`config.mk`:
```
export PLATFORM = sky130hd
export DESIGN_NAME = avl_bridge
export DESIGN_NICKNAME = d
export VERILOG_FILES = /design/src/rtl/configure_pkg.sv /design/src/rtl/avl_bridge.sv
export SDC_FILE = /design/constraint.sdc
export NUM_CORES = 1
export LEC_CHECK = 0
export CAP_MARGIN = 30
export CORE_ASPECT_RATIO = 1.1
export CORE_MARGIN = 5
export CORE_UTILIZATION = 40
export DETAILED_ROUTE_END_ITERATION = 16
export PLACE_DENSITY = 0.79
export RECOVER_POWER = 100
export SYNTH_ARGS = -nofsm -noshare
export SYNTH_HDL_FRONTEND = slang
export SYNTH_SLANG_ARGS = --single-unit
export TNS_END_PERCENT = 5
```
`constraint.sdc`:
```
create_clock -name clock -period 2.3 [get_ports clock]
set_input_delay 0.46 -clock clock [delete_from_list [all_inputs] [get_ports clock]]
set_output_delay 0.46 -clock clock [all_outputs]
set_load 0.01 [all_outputs]
```
`src/rtl/configure_pkg.sv`:
```
// Shared configuration for the Avalon-MM bridge: default timeout and the request payload.
package configure;

  localparam int unsigned avl_timeout = 1023;
  localparam int unsigned AVL_AW      = 32;
  localparam int unsigned AVL_DW      = 32;
  localparam int unsigned AVL_SW      = AVL_DW / 8;

  typedef struct packed {
    logic [AVL_AW-1:0] addr;
    logic [AVL_DW-1:0] wdata;
    logic [AVL_SW-1:0] wstrb;
  } avl_cmd_t;

endpackage

```
`src/rtl/avl_bridge.sv`:
```
// Single-outstanding bridge from the simple valid/ready request port to an Avalon-MM master,
// with a cycle timeout that turns a stalled slave into an error completion.
module avl_bridge
  import configure::*;
#(
  parameter int unsigned TIMEOUT = avl_timeout,
  parameter bit          WRESP   = 1'b1
) (
  input  logic              clock,
  input  logic              reset,
  input  logic              avl_valid,
  input  logic              avl_instr,
  input  logic [AVL_AW-1:0] avl_addr,
  input  logic [AVL_DW-1:0] avl_wdata,
  input  logic [AVL_SW-1:0] avl_wstrb,
  output logic [AVL_DW-1:0] avl_rdata,
  output logic              avl_ready,
  output logic              avl_error,
  output logic [AVL_AW-1:0] m_avl_address,
  output logic [AVL_SW-1:0] m_avl_byteenable,
  output logic              m_avl_lock,
  output logic              m_avl_read,
  output logic [AVL_DW-1:0] m_avl_writedata,
  output logic              m_avl_write,
  output logic [2:0]        m_avl_burstcount,
  input  logic [AVL_DW-1:0] m_avl_readdata,
  input  logic [1:0]        m_avl_response,
  input  logic              m_avl_waitrequest,
  input  logic              m_avl_readdatavalid,
  input  logic              m_avl_writeresponsevalid
);

  localparam int unsigned CNT_W = (TIMEOUT > 0) ? $clog2(TIMEOUT + 1) : 1;

  typedef enum logic [1:0] {S_IDLE, S_REQ, S_RESP, S_DONE} state_t;

  state_t           r_state;
  logic [CNT_W-1:0] r_cnt;
  logic             r_is_wr;
  avl_cmd_t         w_cmd;
  logic             w_is_wr;
  logic             w_resp_hit;
  logic             w_expired;
  logic             w_unused;

  assign w_cmd      = '{addr: {avl_addr[AVL_AW-1:2], 2'b00}, wdata: avl_wdata, wstrb: avl_wstrb};
  assign w_is_wr    = |avl_wstrb;
  assign w_resp_hit = r_is_wr ? m_avl_writeresponsevalid : m_avl_readdatavalid;
  assign w_expired  = (r_cnt == CNT_W'(TIMEOUT));
  // Instruction flag and sub-word address bits travel with the request but steer nothing.
  assign w_unused   = ^{avl_instr, avl_addr[1:0]};

  assign m_avl_lock       = 1'b0;
  assign m_avl_burstcount = 3'd1;

  always_ff @(posedge clock) begin
    if (reset) begin
      r_state          <= S_IDLE;
      r_cnt            <= '0;
      r_is_wr          <= 1'b0;
      avl_ready        <= 1'b0;
      avl_error        <= 1'b0;
      avl_rdata        <= '0;
      m_avl_read       <= 1'b0;
      m_avl_write      <= 1'b0;
      m_avl_address    <= '0;
      m_avl_byteenable <= '0;
      m_avl_writedata  <= '0;
    end else begin
      avl_ready <= 1'b0;
      case (r_state)
        S_IDLE: begin
          if (avl_valid) begin
            r_is_wr          <= w_is_wr;
            r_cnt            <= '0;
            m_avl_address    <= w_cmd.addr;
            m_avl_byteenable <= w_is_wr ? w_cmd.wstrb : {AVL_SW{1'b1}};
            m_avl_writedata  <= w_cmd.wdata;
            m_avl_read       <= ~w_is_wr;
            m_avl_write      <= w_is_wr;
            r_state          <= S_REQ;
          end
        end
        S_REQ: begin
          // Slave acceptance wins over an expiring counter; the counter saturates at TIMEOUT.
          if (!m_avl_waitrequest) begin
            m_avl_read  <= 1'b0;
            m_avl_write <= 1'b0;
            if (!w_expired) r_cnt <= r_cnt + CNT_W'(1);
            if (r_is_wr && !WRESP) begin
              avl_rdata <= '0;
              avl_error <= 1'b0;
              avl_ready <= 1'b1;
              r_state   <= S_DONE;
            end else begin
              r_state <= S_RESP;
            end
          end else if (w_expired) begin
            m_avl_read  <= 1'b0;
            m_avl_write <= 1'b0;
            avl_rdata   <= '0;
            avl_error   <= 1'b1;
            avl_ready   <= 1'b1;
            r_state     <= S_DONE;
          end else begin
            r_cnt <= r_cnt + CNT_W'(1);
          end
        end
        S_RESP: begin
          // A response landing on the expiry cycle still completes normally.
          if (w_resp_hit) begin
            avl_rdata <= r_is_wr ? '0 : m_avl_readdata;
            avl_error <= (m_avl_response != 2'b00);
            avl_ready <= 1'b1;
            r_state   <= S_DONE;
          end else if (w_expired) begin
            avl_rdata <= '0;
            avl_error <= 1'b1;
            avl_ready <= 1'b1;
            r_state   <= S_DONE;
          end else begin
            r_cnt <= r_cnt + CNT_W'(1);
          end
        end
        S_DONE: begin
          r_state <= S_IDLE;
        end
        default: begin
          r_state <= S_IDLE;
        end
      endcase
    end
  end

endmodule

```
==> metrics.txt <==
fill count=865; max-slew violation count=0; Seq/Total Area, Yosys=52.0%; Die X=between 100 and 150 µm; max cap viols=0; Worst Hold Class=input pin to flop; DRC Markers=0; Inserted Clock Buffers=17; DR vias=approximately 4,500; area grow syn2layout=62.5%; Max VDD drop=slightly below 0.5 mV; status=finished, final reports clean; number of synthesized flops with an enable pin=0; Mapped Area=0.00443 mm²; CP top delay family=compound AO/OA/AOI/OAI gates; CP Cell Sequence=inv_1 > ha_1 > mux2_1 > a21boi_0 > a41o_1 > o311a_1; Finished Cell Area=0.00720 mm²; Initial DRT Pass Iterations=4; layout cells sized above 1=5.66%; sequential group share of total power=35.1%; Ant. Diodes=0; latest clock arrival within the worst-skew pair=0.40 ns; Worst-Margin Slew=about 0.63 ns; Worst Skew=0.0146 ns; Max Fclk=481 MHz; DR WL/cell=14.9 µm; PortBufs=207; CTS max path bufs=2; Placer Congestion=~0.78; first-pass GRT wire length=20.9 mm; post-route minimum period=about 2.1 ns; Clk pwr share=37.2%; Core Util, Final=between 60% and 70%; number of antenna-violating nets in the routed design=0; synthesis-stage register bit count=115; final setup vio count=0; Initial Util=about two fifths; Async S/R FF share, synth=0%; leak pwr=2.97 nW; Net Sw Power=roughly 0.0021 W; Die ar.=between 0.01 and 0.015 mm²; crit path kind=flop to flop; Pint=between 0.004 and 0.005 W; final setup TNS=0 ns; Ports=217; final worst-path cycle share=about nine tenths; antenna violations before repair=0; vias in the first global route=4,383; Combinational Power Share=27.7%; Crit path required time=around 2.7 ns; Crit path largest cell delay=around 0.44 ns; cells after synthesis=between 500 and 600; PD cells=972 mW/mm²; Net Sw Frac=between 30% and 40%; hold slack=0.399 ns; Main synth FF type=dfxtp_1; unrepaired setup endpoints after global routing=no; peak fanout along the critical path=9; Die Y=120 µm; row cnt=40; relative slew slack=58.2%; Worst-path clk slew=about 0.050 ns; Worst setup SP type=flop; post-CTS setup buffers=0; final hold vios=0; CP Capture Type=flop; Worst Path Buf+Inv=1; Crit path arrival time=roughly 2.4 ns; unique cell type count in the Yosys netlist=53; Avg Inst Size Synth=between 8 and 9 µm²; hold buffer count at CTS=0; Syn. warnings=0; Overflow after GRT=0; drt total wl=around 14 mm; Tot GR Track Use=between 15 and 20%; Tot Pwr=between 0.006 and 0.007 W; clock sink count=between 100 and 150; drt first-iter violations=between 200 and 250; post-layout net count=about 860; CTS tree=done; core region area=~0.011 mm²; largest net degree at the start of global routing=69; dpl cell area=between 0.006 and 0.007 mm²; HPWL Detailed=9.74 mm; H-tree depth=4; CTS root buf=clkbuf_16; slowest CP cell=ha_1; cts repair resizes=0; post-DR vias/cell=4.91
==> worst reg2reg max path, cell delays in order (launching register included) <==
cell      delay, ns
dfxtp_1        0.40
inv_1          0.10
ha_1           0.44
mux2_1         0.25
a21boi_0       0.42
a41o_1         0.26
o311a_1        0.16
==> kinds of logic after synthesis <==
group / count (synthesis) / share of synthesized area (%)
AOI/OAI and AO/OA: 139 / 17.8
adders and majority gates: 5 / 1.41
buffers and inverters: 49 / 5.12
DFF: 115 / 52.0
muxes: 4 / 1.05
other: 2 / 0.170
and+or+nand+nor: 236 / 22.4
==> power by group through the flow <==
stage | Clock [W] | Sequential (W) | Combinational (W)
2_1_floorplan | 0 | 0.00262 | 0.000915
3_3_place_gp | 0 | 0.00248 | 0.00200
3_5_place_dp | 0 | 0.00250 | 0.00206
4_1_cts | 0.00266 | 0.00247 | 0.00208
5_1_grt | 0.00276 | 0.00249 | 0.00214
6_report | 0.00260 | 0.00245 | 0.00194
==> layout make-up <==
class | instances | area [µm²] | area share [%]
sequential | 115 | 2300 | 32.0
timing repair buffer | 216 | 2180 | 30.3
multi-input combinational | 390 | 1910 | 26.6
clock buffer | 19 | 433 | 6.02
tap | 147 | 184 | 2.56
clock inverter | 13 | 159 | 2.21
inverter | 7 | 26.3 | 0.365
==> worst paths after layout <==
kind | cells past startpoint | to | startpoint | slack (ns)
setup reg to reg | 6 | r_cnt[4] | r_state[1] | 0.22
hold / removal | 2 | r_cnt[0] | reset | 0.40
setup / recovery | 6 | r_cnt[4] | r_state[1] | 0.22
hold reg to reg | 2 | m_avl_address[5] | m_avl_address[5] | 0.45
==> cells in the mapped netlist (all sizes together) (3+ instances only) <==
library cell | count | area share, %
nand2 | 198 | 17
dfxtp | 115 | 52
a21oi | 69 | 7.9
o21ai | 43 | 4.9
buf | 21 | 2.6
clkbuf | 21 | 1.9
inv | 7 | 0.59
nor2 | 7 | 0.59
ha | 5 | 1.4
nor3 | 4 | 0.45
a21boi | 3 | 0.51
and4 | 3 | 0.59
nand2b | 3 | 0.42
nand4b | 3 | 0.59
nor4 | 3 | 0.42
o21a | 3 | 0.51
o31a | 3 | 0.59
==> through the flow <==
stage | setup slack [ns] | instances
detailed placement | 0.151 | 875
floorplan | 0.495 | 554
finish | 0.221 | 907
global route | 0.0918 | 907
global placement | 0.202 | 875
CTS | 0.236 | 907
==> state kept, by name, indices dropped and copies added, names as in the netlist <==
register	flops
m_avl_write	1
r_is_wr	1
avl_rdata	32
r_cnt	10
m_avl_writedata	32
avl_ready	1
m_avl_byteenable	4
avl_error	1
r_state	2
m_avl_read	1
m_avl_address	30
==> cells in the final DEF, fill, tap and decap left out, types with 4 or more instances in the layout <==
cell type / Yosys / layout
nand2_1: 198 / 198
ha_1: 5 / 5
inv_1: 6 / 6
nor3_1: 4 / 4
clkdlybuf4s50_1: 0 / 104
buf_12: 0 / 4
clkinv_2: 0 / 4
o21ai_0: 38 / 42
nor2_1: 7 / 7
clkbuf_16: 0 / 17
dlygate4sd3_1: 0 / 102
dfxtp_1: 115 / 115
conb_1: 2 / 6
a21oi_1: 68 / 69
==> layer usage <==
metal  global-route usage (%)  wire, µm
met2                     34.4      7020
met5                        0         0
met1                     22.5      5010
met3                     6.73      1170
met4                     7.54       306
Note: power is estimated with default switching activity, not from simulation.
